**src/rtl/prog_freq_divider.sv**
```systemverilog
// Runtime-programmable divider: one-cycle enable pulse every D cycles and a
// divided square wave. New divisors are applied at the period boundary or on i_Sync.
module prog_freq_divider #(
  parameter int WIDTH       = 16,
  parameter int DEFAULT_DIV = 4
) (
  input  logic             i_Clock,
  input  logic             i_Reset,
  input  logic             i_Enable,
  input  logic             i_Load,
  input  logic [WIDTH-1:0] i_Divisor,
  input  logic             i_Sync,
  output logic             o_Pulse,
  output logic             o_Square,
  output logic             o_Pending,
  output logic             o_LoadErr
);

  localparam logic [WIDTH-1:0] DEF = WIDTH'(DEFAULT_DIV);

  logic [WIDTH-1:0] r_Count, r_Active, r_Next;
  logic [WIDTH-1:0] next_div, half_m1;
  logic             load_ok, load_bad, tc;

  assign load_ok  = i_Load && (i_Divisor >= WIDTH'(2));
  assign load_bad = i_Load && (i_Divisor <  WIDTH'(2));
  // A valid load on the applying edge wins over the stored pending value.
  assign next_div = load_ok ? i_Divisor : r_Next;
  assign tc       = i_Enable && (r_Count == r_Active - WIDTH'(1));
  assign half_m1  = (r_Active >> 1) - WIDTH'(1);

  always_ff @(posedge i_Clock or posedge i_Reset) begin
    if (i_Reset) begin
      r_Count   <= '0;
      r_Active  <= DEF;
      r_Next    <= DEF;
      o_Pulse   <= 1'b0;
      o_Square  <= 1'b0;
      o_Pending <= 1'b0;
      o_LoadErr <= 1'b0;
    end else begin
      o_LoadErr <= load_bad;
      r_Next    <= next_div;
      if (i_Sync) begin
        r_Count   <= '0;
        r_Active  <= next_div;
        o_Pulse   <= 1'b0;
        o_Square  <= 1'b0;
        o_Pending <= 1'b0;
      end else if (tc) begin
        r_Count   <= '0;
        r_Active  <= next_div;
        o_Pulse   <= 1'b1;
        o_Square  <= 1'b1;
        o_Pending <= 1'b0;
      end else begin
        o_Pulse <= 1'b0;
        if (load_ok) o_Pending <= 1'b1;
        if (i_Enable) begin
          r_Count <= r_Count + WIDTH'(1);
          // Da >= 2 so this never coincides with terminal count.
          if (r_Count == half_m1) o_Square <= 1'b0;
        end
      end
    end
  end

endmodule

```
**config.mk**
```make
export PLATFORM = sky130hd
export DESIGN_NAME = prog_freq_divider
export DESIGN_NICKNAME = d
export VERILOG_FILES = /design/src/rtl/prog_freq_divider.sv
export SDC_FILE = /design/constraint.sdc
export NUM_CORES = 1
export LEC_CHECK = 0
export ABC_AREA = 1
export BUFFER_PORTS_ARGS = -buffer_cell sky130_fd_sc_hd__buf_2
export CAP_MARGIN = 20
export CORE_UTILIZATION = 40
export CTS_BUF_LIST = sky130_fd_sc_hd__clkbuf_2
export DETAILED_ROUTE_END_ITERATION = 10
export GPL_ROUTABILITY_DRIVEN = 0
export PLACE_DENSITY = 0.54
export SETUP_SLACK_MARGIN = 0.3
export SKIP_LAST_GASP = 1
export SYNTH_ARGS = -nofsm -noshare
export SYNTH_HDL_FRONTEND = slang
export SYNTH_SLANG_ARGS = --single-unit
```
**constraint.sdc**
```tcl
create_clock -name i_Clock -period 2.35 [get_ports i_Clock]
set_clock_uncertainty 0.1 [all_clocks]
set_input_delay 0.235 -clock i_Clock [delete_from_list [all_inputs] [get_ports i_Clock]]
set_output_delay 0.235 -clock i_Clock [all_outputs]
set_load 0.01 [all_outputs]
```
==> results of run 1 <==
[metrics by stage]
stage	util	TNS (ps)	cell area, sq um	total power [mW]	instances
2_1_floorplan	-	0	3595	1.454	491
3_3_place_gp	0.4505	0	3910	1.610	624
3_5_place_dp	0.4505	0	3910	1.617	624
4_1_cts	0.4895	0	4248	2.027	657
5_1_grt	0.4967	-1965	4310	2.173	658
6_report	0.4967	0	4310	2.027	658
[final timing paths]
kind,startpoint,to,depth (start not counted)
max in group asynchronous,i_Reset,r_Active[2],4
worst min-delay path,i_Load,o_LoadErr,3
worst min register to register,r_Next[7],r_Next[7],2
worst max register to register,r_Active[0],r_Count[6],15
min in group asynchronous,i_Reset,r_Next[0],4
worst max-delay path,r_Active[0],r_Count[6],15
[power breakdown]
group	leakage (nW)	switching, mW	internal [mW]	total, mW
combinational	1.41	0.368	0.276	0.644
sequential	0.664	0.0755	0.958	1.03
clock	0.0266	0.275	0.0743	0.349
[repair_timing]
action,CTS,global route
endpoints found under the hold margin,71,0
buffers inserted,5,1
hold buffers,19,0
setup endpoints to repair,34,35
pin swaps,9,2
resized for setup,13,14
gates cloned,1,0
[layer usage]
layer,vias to the layer above,global-route usage
met4,0,0.06127
met5,-,0
met2,59,0.3546
met1,1472,0.2881
li1,1657,-
met3,16,0.02191
[flip-flops by register name (all words and copies together), names as in the netlist]
name and count:
o_LoadErr 1, o_Pending 1, o_Pulse 1, o_Square 1, r_Active 16, r_Count 16, r_Next 16
[layout by cell type, fill, tap and decap left out, types with 2 or more instances in the layout]
cell type,synthesis,final
sky130_fd_sc_hd__dfrtp_1,50,47
sky130_fd_sc_hd__inv_2,4,7
sky130_fd_sc_hd__nor2_1,43,38
sky130_fd_sc_hd__a21oi_1,7,7
sky130_fd_sc_hd__nand3_1,57,57
sky130_fd_sc_hd__inv_1,46,42
sky130_fd_sc_hd__clkbuf_2,0,6
sky130_fd_sc_hd__nor2_4,6,8
sky130_fd_sc_hd__nand2_1,149,145
sky130_fd_sc_hd__buf_12,2,3
sky130_fd_sc_hd__dlygate4sd3_1,0,19
sky130_fd_sc_hd__dfstp_2,2,2
sky130_fd_sc_hd__ha_4,0,2
sky130_fd_sc_hd__nand4_1,7,7
sky130_fd_sc_hd__dfrtp_2,0,3
sky130_fd_sc_hd__o21ai_0,3,3
sky130_fd_sc_hd__nand3b_1,2,2
sky130_fd_sc_hd__nor3_1,5,4
sky130_fd_sc_hd__xor2_1,19,19
sky130_fd_sc_hd__nand2_2,22,19
sky130_fd_sc_hd__nor2_2,12,15
sky130_fd_sc_hd__nand2_4,1,7
sky130_fd_sc_hd__nor3_2,9,10
sky130_fd_sc_hd__xnor2_1,15,14
sky130_fd_sc_hd__buf_4,2,21
sky130_fd_sc_hd__nor4_1,5,5
sky130_fd_sc_hd__buf_2,4,24
[cells by family after synthesis]
| kind of cell | share of synthesized area |
|---|---|
| and+or+nand+nor | 0.4317 |
| buffers and inverters | 0.08641 |
| DFF | 0.3660 |
| xor gates and xnor gates | 0.08360 |
| AOI/OAI and AO/OA | 0.02178 |
| adders and majority gates | 0.01054 |
[final cells by class]
class                   count  area, sq um  share of cell area
well taps                 108        135.1             0.03135
repair buffers             69        566.8              0.1315
inverters                  50        190.2             0.04412
multi-input cells         371         2069              0.4801
clock inverters             2        11.26            0.002612
clock buffers               6        30.03            0.006967
flip-flops and latches     52         1308              0.3033
[critical path, cell delays in order (launching register included)]
cell and delay [ps]:
sky130_fd_sc_hd__dfrtp_1 470, sky130_fd_sc_hd__inv_4 120, sky130_fd_sc_hd__ha_4 210, sky130_fd_sc_hd__nand2_1 60, sky130_fd_sc_hd__inv_1 40, sky130_fd_sc_hd__nor2_1 70
sky130_fd_sc_hd__nand3_1 110, sky130_fd_sc_hd__nor2_1 100, sky130_fd_sc_hd__nand2_1 70, sky130_fd_sc_hd__nor2_1 100, sky130_fd_sc_hd__nand2_1 100, sky130_fd_sc_hd__nor2_4 130
sky130_fd_sc_hd__nand3_4 130, sky130_fd_sc_hd__nand2_8 120, sky130_fd_sc_hd__buf_12 160, sky130_fd_sc_hd__nor2_1 50
==> impl_metrics.yaml, run 1 <==
run_status:
  status: "finished clean"
clocking:
  max-clock-path-buffers: 2
  tritoncts: "done"
  htree_levels: 2
  cts_buffers: 5
  worst_skew_pair.late_latency_ps: 410
  clock-sinks: 52
  cts_root_buf: "sky130_fd_sc_hd__clkbuf_2"
  clkTransAtPathRegs_ps: 250
worst_setup_path:
  worstSetupPathType: "flop to flop"
  critPathRequiredTime_ps: 2590
  setup.worst_path.start_class: "flop"
  reg_to_reg_slack_setup_ps: 130
  critical_path.max_fanout: 14
  crit_arrival_ps: 2450
  timing.critical_path.to_type: "flop"
sta:
  slew_viol_final: 0
  fin_crit_ps: 2218
  final_count_of_hold_timing_violations: 0
  fmax_mhz: 450.9
  rsz0062_at_grt: "yes"
  finalCritPeriodShare: 0.9438
  hold-worst-slack_ps: 45.21
  maxSlewHeadroom: 0.6692
  setup_viol: 0
  final.setup.worst_slack_ps: 132.1
  tightestPinTransition_ps: 495.1
logic_synthesis:
  syn-cell-area_sq_mm: 0.003562
  synth_fp_nets: 515
  synth.most_common_cell: "sky130_fd_sc_hd__nand2_1"
  syn-mean-instance-area_sq_um: 7.255
  synthDominantAreaCellType: "sky130_fd_sc_hd__dfrtp_1"
  synth.top_cells.by_area: "sky130_fd_sc_hd__dfrtp_1 35%, sky130_fd_sc_hd__nand2_1 16%, sky130_fd_sc_hd__nand3_1 8.0%, sky130_fd_sc_hd__inv_1 4.8%, sky130_fd_sc_hd__xor2_1 4.7%"
  yosys.cell_types.count: 33
  syn_inst: 491
  synth_enable_flop_cells: 0
  ys_async_sr_fraction: 1.000
  synth_sequential_area_ratio: 0.3660
  ys_warn_count: 0
  synth.cells.most_frequent: "149 x sky130_fd_sc_hd__nand2_1, 57 x sky130_fd_sc_hd__nand3_1, 50 x sky130_fd_sc_hd__dfrtp_1"
  dominantRegCellSynth: "sky130_fd_sc_hd__dfrtp_1"
  synth_seq_cells: 52
  synth_top_area_share: 0.3512
floorplanning:
  top_level_ports: 25
  core_region_area_sq_mm: 0.008678
  floorplan.rows: 34
  die_y_microns: 96.37
  die-area_sq_mm: 0.009287
  starting_density_of_the_core: 0.4105
  die_x_microns: 96.37
drt:
  ant_nets: 0
  vias: 3204
  maxUsedRoutingLayer: "met4"
  met1Wirelength_microns: 4274
  drtIter0Drc: 108
  drt_pass1_iterations: 4
  post-route-drc-count: 0
  detailroute.wirelength.met3_microns: 211
  postRouteWirelength_microns: 8790
  met2RoutedLength_microns: 4118
  viasPerCell: 4.869
  route.detailed.wl_per_inst_microns: 13.36
global_routing:
  via_count_of_the_first_global_routing_pass: 3129
  pin_count_of_the_biggest_net_entering_global_routing: 53
  grt_pass1_wl_microns: 14920
  antenna_found_initial: 0
  groute.usage.overall: 0.2112
  grt.overflow.total: 0
power_and_ir_drop:
  leakagePower_nw: 2.103
  power_density_mw_per_mm2: 470.2
  peakVddDrop_mv: 0.2977
min_path:
  hold_path_class: "input port to flop"
placement:
  io_buffers: 24
  place_hpwl_microns: 6736
  pre_cts_ws_ps: 34.60
final_layout:
  fillers: 882
  final_layout_size_suffix_gt1_frac: 0.2509
  insertedDiodeCount: 0
  design.final.nets: 573
  area_growth_syn_to_layout_pct: 21.00
job:
  max_cap_viol_count: 0
(Power assumes the default switching activity.)
==> run 2: changes to the inputs <==
- CELL_PAD_IN_SITES_DETAIL_PLACEMENT: default -> 2
- CELL_PAD_IN_SITES_GLOBAL_PLACEMENT: default -> 2
- CORE_UTILIZATION: 40 -> 36
- PLACE_DENSITY: 0.54 -> 0.79
==> impl_metrics.yaml, run 2 (synthesis results as in run 1) <==
global_routing:
  via_count_of_the_first_global_routing_pass: 4053
  pin_count_of_the_biggest_net_entering_global_routing: 26
  groute.usage.overall: 0.2948
  antenna_found_initial: 0
  grt_pass1_wl_microns: 22550
  grt.overflow.total: 0
sta:
  final_count_of_hold_timing_violations: 1
  fin_crit_ps: 2599
  hold-worst-slack_ps: -13.12
  finalCritPeriodShare: 1.106
  final.setup.worst_slack_ps: -249.3
  maxSlewHeadroom: 0.5453
  rsz0062_at_grt: "yes"
  setup_viol: 35
  tightestPinTransition_ps: 681.3
  slew_viol_final: 0
  setup_tns_after_final_layout_ps: -6781
  fmax_mhz: 384.7
job:
  max_cap_viol_count: 0
worst_setup_path:
  crit_arrival_ps: 2920
  critPathRequiredTime_ps: 2670
  setup.worst_path.start_class: "flop"
  critical_path.max_fanout: 6
  timing.critical_path.to_type: "flop"
  critical-path-top-delay-family: "simple AND/OR/NAND/NOR gates"
  worstSetupPathType: "flop to flop"
  worstPathCellList: "nor2_2 -> nand2_1 -> nor2_4 -> nand3b_1 -> nand3_1 -> nand2_1 -> nor2_2 -> nand3_4 -> nand2_4 -> buf_12 -> buf_12 -> nand2_4 -> nand2_2"
  slowest_stage: "sky130_fd_sc_hd__dfrtp_1"
  cp_slowest_stage_delay_ps: 580
  timing.critical_path.buf_inv: 2
final_layout:
  biggestRegsByFlops: "r_Active: 16 flops, r_Count: 16 flops, r_Next: 16 flops"
  area_growth_syn_to_layout_pct: 27.85
  insertedDiodeCount: 0
  fillers: 1064
  mostFrequentLayoutCell: "sky130_fd_sc_hd__nand2_1"
  highest_count_cells_in_the_layout_ignoring_fill_and_taps: "130 x sky130_fd_sc_hd__nand2_1, 54 x sky130_fd_sc_hd__nand3_1, 41 x sky130_fd_sc_hd__inv_1"
  design.final.nets: 581
  layout.core_utilization: 0.4837
  final_layout_size_suffix_gt1_frac: 0.3190
run_status:
  failed_checks: "negative hold slack, negative setup slack"
  status: "complete, but fails checks"
power_and_ir_drop:
  design_power_total_mw: 2.394
  power_density_mw_per_mm2: 525.6
  peakVddDrop_mv: 0.3450
  leakagePower_nw: 2.199
drt:
  postRouteWirelength_microns: 17030
  ant_nets: 0
  drtIter0Drc: 210
  viasPerCell: 5.408
  post-route-drc-count: 0
  drt_pass1_iterations: 6
  route.detailed.wl_per_inst_microns: 24.79
  vias: 3715
clocking:
  tritoncts: "done"
  worst_skew_pair.late_latency_ps: 500
  cts_buffers: 5
  clkTransAtPathRegs_ps: 340
  clock-sinks: 52
  max-clock-path-buffers: 2
  htree_levels: 2
  cts_root_buf: "sky130_fd_sc_hd__clkbuf_2"
floorplanning:
  top_level_ports: 25
  die_x_microns: 101.5
  die_y_microns: 101.5
  starting_density_of_the_core: 0.3783
  die-area_sq_mm: 0.01030
  core_region_area_sq_mm: 0.009415
  floorplan.rows: 35
placement:
  pre_cts_ws_ps: -64.38
  place_hpwl_microns: 8812
  io_buffers: 24
min_path:
  hold_path_class: "input port to flop"
==> run 2: cell type report <==
cell class,instances,area (sq um),area share
multi-input combinational,371,2165,0.4753
sequential,52,1319,0.2896
timing repair buffer,77,649.4,0.1426
inverter,50,192.7,0.04231
tap,129,161.4,0.03544
clock inverter,3,42.54,0.009341
clock buffer,5,25.02,0.005495
==> run 2: timing repair <==
action                                  4_1_cts  5_1_grt
endpoints found under the hold margin        39        0
buffers inserted                             10        8
endpoints found under the setup margin       35       51
gates cloned                                  2        0
pin swaps                                     1       14
resized for setup                            13       56
hold buffers                                 17        0
==> run 2: report_power, final <==
group / internal, mW / switching, mW / leakage, nW / total (mW)
registers: 0.961 / 0.0981 / 0.651 / 1.06
clock network: 0.177 / 0.349 / 0.0390 / 0.526
logic: 0.314 / 0.494 / 1.51 / 0.808
total: 1.45 / 0.941 / 2.20 / 2.39
==> run 2: metrics by stage <==
stage / cell area (sq um) / std cells
floorplan: 3595 / 491
global placement: 3901 / 642
detailed placement: 3901 / 642
CTS: 4315 / 679
global route: 4554 / 687
finish: 4554 / 687
==> run 2: worst register-to-register path, stage by stage (launching register included) <==
cell and delay (ps):
sky130_fd_sc_hd__dfrtp_1 580, sky130_fd_sc_hd__nor2_2 240, sky130_fd_sc_hd__nand2_1 130, sky130_fd_sc_hd__nor2_4 170, sky130_fd_sc_hd__nand3b_1 140, sky130_fd_sc_hd__nand3_1 150
sky130_fd_sc_hd__nand2_1 110, sky130_fd_sc_hd__nor2_2 230, sky130_fd_sc_hd__nand3_4 150, sky130_fd_sc_hd__nand2_4 140, sky130_fd_sc_hd__buf_12 130, sky130_fd_sc_hd__buf_12 140
sky130_fd_sc_hd__nand2_4 50, sky130_fd_sc_hd__nand2_2 60
==> run 2: routing by layer <==
metal	track usage	routed length (microns)	up-vias	part of all wire
met3	0.02139	464	55	0.027
met2	0.5573	8654	103	0.51
met4	0.08361	838	0	0.049
li1	-	-	1665	-
met1	0.3577	7073	1892	0.42
met5	0	0	-	0
==> run 2: worst paths after layout <==
| path | start | to | slack [ps] | cells past startpoint |
|---|---|---|---|---|
| min in group asynchronous | i_Reset | r_Count[9] | 250 | 3 |
| min | i_Divisor[0] | r_Next[0] | -10 | 3 |
| max | r_Active[12] | r_Active[6] | -250 | 13 |
| max reg2reg | r_Active[12] | r_Active[6] | -250 | 13 |
| min reg2reg | r_Next[2] | r_Next[2] | 470 | 2 |
| max in group asynchronous | i_Reset | r_Next[2] | 1170 | 4 |
